### src/rtl/fetch_unit.sv
// Multithreaded instruction fetch: one PC per thread, one fetch in flight,
// IDLE -> REQ -> OUT sequencing with redirect/halt squashing.
`ifndef NUM_THREADS
`define NUM_THREADS 4
`endif
`ifndef THREAD_ID_WIDTH
`define THREAD_ID_WIDTH 2
`endif

module fetch_unit #(
  parameter int NUM_THREADS     = `NUM_THREADS,
  parameter int THREAD_ID_WIDTH = `THREAD_ID_WIDTH,
  parameter int PC_WIDTH        = 8,
  parameter int INSTR_WIDTH     = 16
) (
  input  logic                       clk,
  input  logic                       reset,
  input  logic                       start,
  input  logic [PC_WIDTH-1:0]        start_pc,
  input  logic                       sched_valid,
  input  logic [THREAD_ID_WIDTH-1:0] sched_thread,
  output logic [NUM_THREADS-1:0]     active_threads,
  output logic                       imem_req,
  output logic [PC_WIDTH-1:0]        imem_addr,
  input  logic                       imem_ack,
  input  logic [INSTR_WIDTH-1:0]     imem_rdata,
  output logic                       instr_valid,
  input  logic                       instr_ready,
  output logic [INSTR_WIDTH-1:0]     instr,
  output logic [THREAD_ID_WIDTH-1:0] instr_thread,
  output logic [PC_WIDTH-1:0]        instr_pc,
  input  logic                       redirect_valid,
  input  logic [THREAD_ID_WIDTH-1:0] redirect_thread,
  input  logic [PC_WIDTH-1:0]        redirect_pc,
  input  logic                       halt_valid,
  input  logic [THREAD_ID_WIDTH-1:0] halt_thread,
  output logic [1:0]                 dbg_state
);

  typedef enum logic [1:0] {
    S_IDLE = 2'd0,
    S_REQ  = 2'd1,
    S_OUT  = 2'd2
  } state_e;

  state_e                     state_q;
  logic [PC_WIDTH-1:0]        pc_q [NUM_THREADS];
  logic [PC_WIDTH-1:0]        pc_d [NUM_THREADS];
  logic [NUM_THREADS-1:0]     active_q, active_d;
  logic [THREAD_ID_WIDTH-1:0] thread_q;
  logic                       imem_req_q;
  logic [PC_WIDTH-1:0]        imem_addr_q;
  logic                       instr_valid_q;
  logic [INSTR_WIDTH-1:0]     instr_q;
  logic [THREAD_ID_WIDTH-1:0] instr_thread_q;
  logic [PC_WIDTH-1:0]        instr_pc_q;
  logic                       squash_q;

  logic hit_redir, hit_halt, accept, retire, start_ok;

  // Handshakes: imem_req/imem_addr hold until the cycle imem_ack is seen; the
  // instruction transfers when instr_valid && instr_ready, and instr_valid only
  // drops without that transfer when its own thread is redirected or halted.
  assign hit_redir = redirect_valid && (redirect_thread == thread_q);
  assign hit_halt  = halt_valid && (halt_thread == thread_q);
  assign accept    = (state_q == S_IDLE) && sched_valid && active_q[sched_thread]
                     && !(halt_valid && (halt_thread == sched_thread));
  assign retire    = (state_q == S_OUT) && instr_ready;
  assign start_ok  = (state_q == S_IDLE) && start;

  // Later assignments win: redirect beats increment and start, halt beats start.
  always_comb begin
    for (int i = 0; i < NUM_THREADS; i++) begin
      pc_d[i] = start_ok ? start_pc : pc_q[i];
    end
    active_d = start_ok ? {NUM_THREADS{1'b1}} : active_q;
    if (retire) pc_d[thread_q] = pc_q[thread_q] + PC_WIDTH'(1);
    if (redirect_valid) pc_d[redirect_thread] = redirect_pc;
    if (halt_valid) active_d[halt_thread] = 1'b0;
  end

  always_ff @(posedge clk) begin
    if (reset) begin
      for (int i = 0; i < NUM_THREADS; i++) pc_q[i] <= '0;
      active_q <= '0;
    end else begin
      for (int i = 0; i < NUM_THREADS; i++) pc_q[i] <= pc_d[i];
      active_q <= active_d;
    end
  end

  always_ff @(posedge clk) begin
    if (reset) begin
      state_q        <= S_IDLE;
      thread_q       <= '0;
      imem_req_q     <= 1'b0;
      imem_addr_q    <= '0;
      instr_valid_q  <= 1'b0;
      instr_q        <= '0;
      instr_thread_q <= '0;
      instr_pc_q     <= '0;
      squash_q       <= 1'b0;
    end else begin
      case (state_q)
        S_IDLE: begin
          if (accept) begin
            thread_q    <= sched_thread;
            imem_addr_q <= pc_q[sched_thread];
            imem_req_q  <= 1'b1;
            // A same-cycle redirect makes the latched address stale.
            squash_q    <= redirect_valid && (redirect_thread == sched_thread);
            state_q     <= S_REQ;
          end
        end
        S_REQ: begin
          if (imem_ack) begin
            imem_req_q <= 1'b0;
            squash_q   <= 1'b0;
            if (squash_q || hit_redir || hit_halt) begin
              state_q <= S_IDLE;
            end else begin
              instr_q        <= imem_rdata;
              instr_thread_q <= thread_q;
              instr_pc_q     <= imem_addr_q;
              instr_valid_q  <= 1'b1;
              state_q        <= S_OUT;
            end
          end else if (hit_redir || hit_halt) begin
            squash_q <= 1'b1;
          end
        end
        S_OUT: begin
          if (instr_ready || hit_redir || hit_halt) begin
            instr_valid_q <= 1'b0;
            state_q       <= S_IDLE;
          end
        end
        default: state_q <= S_IDLE;
      endcase
    end
  end

  assign active_threads = active_q;
  assign imem_req       = imem_req_q;
  assign imem_addr      = imem_addr_q;
  assign instr_valid    = instr_valid_q;
  assign instr          = instr_q;
  assign instr_thread   = instr_thread_q;
  assign instr_pc       = instr_pc_q;
  assign dbg_state      = state_q;

endmodule
### config.mk
export PLATFORM = sky130hd
export DESIGN_NAME = fetch_unit
export DESIGN_NICKNAME = d
export VERILOG_FILES = /design/src/rtl/fetch_unit.sv
export SDC_FILE = /design/constraint.sdc
export NUM_CORES = 1
export LEC_CHECK = 0
export CORE_ASPECT_RATIO = 1.75
export CORE_MARGIN = 1.5
export CORE_UTILIZATION = 25
export DETAILED_ROUTE_END_ITERATION = 16
export HOLD_SLACK_MARGIN = 0.08
export PLACE_DENSITY = 0.52
export SYNTH_ARGS = -nofsm -noshare
export SYNTH_HDL_FRONTEND = slang
export SYNTH_SLANG_ARGS = --single-unit
### constraint.sdc
create_clock -name clk -period 2.8 [get_ports clk]
set_input_delay 0.28 -clock clk [delete_from_list [all_inputs] [get_ports clk]]
set_output_delay 0.28 -clock clk [all_outputs]
set_load 0.05 [all_outputs]
==> results.json <==
{
  "num_antenna_cells": 0,
  "syn-num-nets": 502,
  "ys_types": 50,
  "critical_path.startpoint_type": "register",
  "combinationalPowerShare_pct": 18.2,
  "tightestPinTransition_ns": 0.837,
  "seq_area_frac_synth_pct": 38.7,
  "critPathBufInv": 0,
  "detail_route.drc_violations": 0,
  "area_growth_syn_to_layout_pct": 35.0,
  "synthesis.instances": 455,
  "vias": 3905,
  "grt_max_degree": 34,
  "ios": 88,
  "regToRegSetupSlack_ns": 0.39,
  "cp_cell_sequence": "mux4_2 > ha_1 > nand3_1 > o21a_1 > or3_1 > a32o_1",
  "row_count": 61,
  "seqPwrFrac_pct": 40.8,
  "max-clock-path-buffers": 2,
  "holdPathStages": 2,
  "max_freq_mhz": 416,
  "detailed_place_hpwl_mm": 9.69,
  "timing_worst_setup_path_type": "register to register",
  "timing.critical_path.to_type": "register",
  "first_pass_iters": 5,
  "synth.yosys.warnings": 0,
  "postCtsHoldBufs": 0,
  "drt-total-wl_mm": 13.3,
  "required_ns": 3.03,
  "grt_pass1_wl_mm": 20.8,
  "floorplan.die.height_um": 172,
  "drive_above_1_share_pct": 10.7,
  "final_max_slew_viol_count": 0,
  "clock_latency_ns": 0.34,
  "max_slew_margin_pct": 43.4,
  "grt_pass1_vias": 3873,
  "h-tree-depth": 3,
  "via_density_per_instance": 5.33,
  "most_used_cells_in_the_layout_excluding_fill_and_tap_cells": "86 x sky130_fd_sc_hd__clkdlybuf4s50_1, 79 x sky130_fd_sc_hd__dfxtp_1, 61 x sky130_fd_sc_hd__nor2_1, 52 x sky130_fd_sc_hd__nand2_1, 36 x sky130_fd_sc_hd__mux2i_1",
  "share_clk_of_total_power_pct": 41.0,
  "mappedNetlistArea_um2": 4090,
  "gp_congestion": 0.865,
  "starting_density_of_the_core_pct": 25.6,
  "final_setup_fails": 0,
  "placeableCoreArea_um2": 16000,
  "gr-usage-all-layers_pct": 16.0,
  "final.period_utilization_pct": 85.9,
  "syn_area_per_cell_um2": 8.98,
  "ir_worst_vdd_v": 0.000307,
  "grt-ovfl-total": 0,
  "power.static_leakage_nw": 2.25,
  "num-nets-final": 585,
  "final_antenna_net_count": 0,
  "run_status": "finished clean",
  "min_to": "imem_req",
  "antenna_violations_before_repair": 0,
  "drt-wirelength-per-cell_um": 18.1,
  "clock-skew-final_ns": 0.00518,
  "cts_buffers": 9,
  "cap_viol_max_count": 0,
  "ctsResizeCount": 0,
  "finalCriticalPeriod_ns": 2.41,
  "timing.setup.tns_ns": 0,
  "critical_hold_path_startpoint": "imem_req",
  "timing.critical_path.fanout_max": 8,
  "tritoncts": "done",
  "clock_sinks": 79,
  "most_common_cell_after_layout_fill_and_taps_aside": "sky130_fd_sc_hd__clkdlybuf4s50_1",
  "crit-reg2reg-capture": "pc_q[3][6]",
  "die-width_um": 99.6,
  "path_clk_slew_ns": 0.06,
  "count_of_buffers_added_by_post_cts_timing_repair_for_setup": 0,
  "critPathArrivalTime_ns": 2.64,
  "areal_power_density_over_the_cells_nw_per_um2": 550,
  "final_hold_viol_count": 0,
  "grt_setup_unrepaired": "no",
  "min_path_type": "register to register",
  "power.switching_mw": 0.819,
  "ys_seq_elements": 79,
  "drt-initial-drc-count": 243,
  "placedInstanceArea_um2": 5210,
  "intPower_mw": 2.22,
  "ff2ff_path_depth": 6,
  "stdcell_area_um2": 5520,
  "switching_share_pct": 27.0,
  "clk_root_buffer_cell": "sky130_fd_sc_hd__clkbuf_16",
  "worst_path_dominant_cell_family": "flip-flops",
  "io_buffer_count": 87,
  "cp_slowest_stage_delay_ns": 0.61,
  "critPathSlowestCell": "sky130_fd_sc_hd__dfxtp_1",
  "die-area_um2": 17200
}
[state kept, by name, summed over array words and instances (netlist names), named ones only]
register	count
pc_q	32
dbg_state	2
imem_req	1
instr	16
instr_pc	8
squash_q	1
imem_addr	8
instr_thread	2
active_threads	4
instr_valid	1
thread_q	2
[synthesized netlist by cell type, drive strengths merged]
cell | n | area, um2
nand3b | 2 | 15.0
or2 | 2 | 12.5
nor2b | 4 | 25.0
nor2 | 61 | 229
a22o | 1 | 8.76
buf | 8 | 43.8
o211ai | 4 | 30.0
xnor2 | 10 | 87.6
a211oi | 4 | 30.0
a21oi | 34 | 170
a21boi | 1 | 7.51
nor4bb | 3 | 30.0
a31oi | 1 | 6.26
a31o | 1 | 8.76
nand3 | 28 | 140
a32o | 10 | 100
a311oi | 5 | 43.8
clkbuf | 27 | 101
a221oi | 4 | 35.0
nand2b | 1 | 6.26
nor3 | 4 | 20.0
a2111oi | 8 | 70.1
a32oi | 1 | 8.76
a41o | 1 | 10.0
o21ai | 5 | 25.0
inv | 6 | 22.5
and3b | 2 | 21.3
mux2i | 36 | 360
and4 | 1 | 11.3
nand2 | 52 | 195
dfxtp | 79 | 1580
o21a | 1 | 7.51
xor2 | 1 | 8.76
o21bai | 1 | 7.51
mux4 | 16 | 375
and2 | 2 | 12.5
or3 | 10 | 62.6
and3 | 3 | 18.8
a211o | 4 | 35.0
nor3b | 4 | 35.0
or3b | 3 | 26.3
mux2 | 1 | 11.3
a21o | 2 | 16.3
ha | 1 | 12.5
[power by group through the flow]
stage | Combinational, mW | Clock, mW | Sequential, mW
after detailed placement | 0.551 | 0 | 1.26
after CTS | 0.553 | 1.27 | 1.24
after global routing | 0.594 | 1.32 | 1.25
final | 0.551 | 1.25 | 1.24
after floorplan | 0.305 | 0 | 1.30
after global placement | 0.544 | 0 | 1.26
[metrics by stage]
stage / setup slack, ns / utilization [%] / instances / hold WS (ns) / power, mW
5_1_grt: 0.306 / 34.6 / 732 / 0.491 / 3.17
6_report: 0.395 / 34.6 / 732 / 0.460 / 3.04
2_1_floorplan: 0.646 / - / 455 / 0.398 / 1.60
3_3_place_gp: 0.431 / 32.7 / 716 / 0.453 / 1.81
3_5_place_dp: 0.308 / 32.7 / 716 / 0.451 / 1.82
4_1_cts: 0.379 / 34.6 / 732 / 0.460 / 3.06
[layout make-up]
type	instances	area (um2)
tap	189	236
fill	1620	10400
multi-input combinational	335	2340
inverter	6	22.5
sequential	79	1580
timing repair buffer	107	1030
clock inverter	4	70.1
clock buffer	12	236
[tightest hold or removal path: stages (launching register included)]
cell                      delay (ns)
sky130_fd_sc_hd__dfxtp_1        0.31
sky130_fd_sc_hd__nand2_1        0.05
sky130_fd_sc_hd__a21oi_1        0.05
[worst max path at each step]
stage	to	cells after the start	start	slack [ns]
after floorplan	pc_q[1][6]	5	dbg_state[1]	0.65
after global placement	pc_q[2][6]	6	register	0.43
after detailed placement	pc_q[2][4]	5	instr_ready	0.31
after CTS	pc_q[2][5]	6	register	0.38
after global routing	pc_q[2][5]	6	register	0.31
final	pc_q[3][6]	6	register	0.39
[per-layer routing]
metal / vias up / wire [um] / GRT usage (%)
met2: 185 / 6780 / 28.1
met4: 0 / 627 / 10.0
li1: 1827 / - / -
met1: 1854 / 5080 / 17.4
met5: - / 0 / 0
met3: 39 / 789 / 3.31
[logic make-up after synthesis]
family	count (synthesis)	share of synthesized area (%)
xor gates and xnor gates	11	2.36
and+or+nand+nor	182	21.1
muxes	53	18.3
AOI/OAI and AO/OA	88	15.2
DFF	79	38.7
buffers and inverters	41	4.10
adders and majority gates	1	0.306
Note: power is estimated with default switching activity, not from simulation.
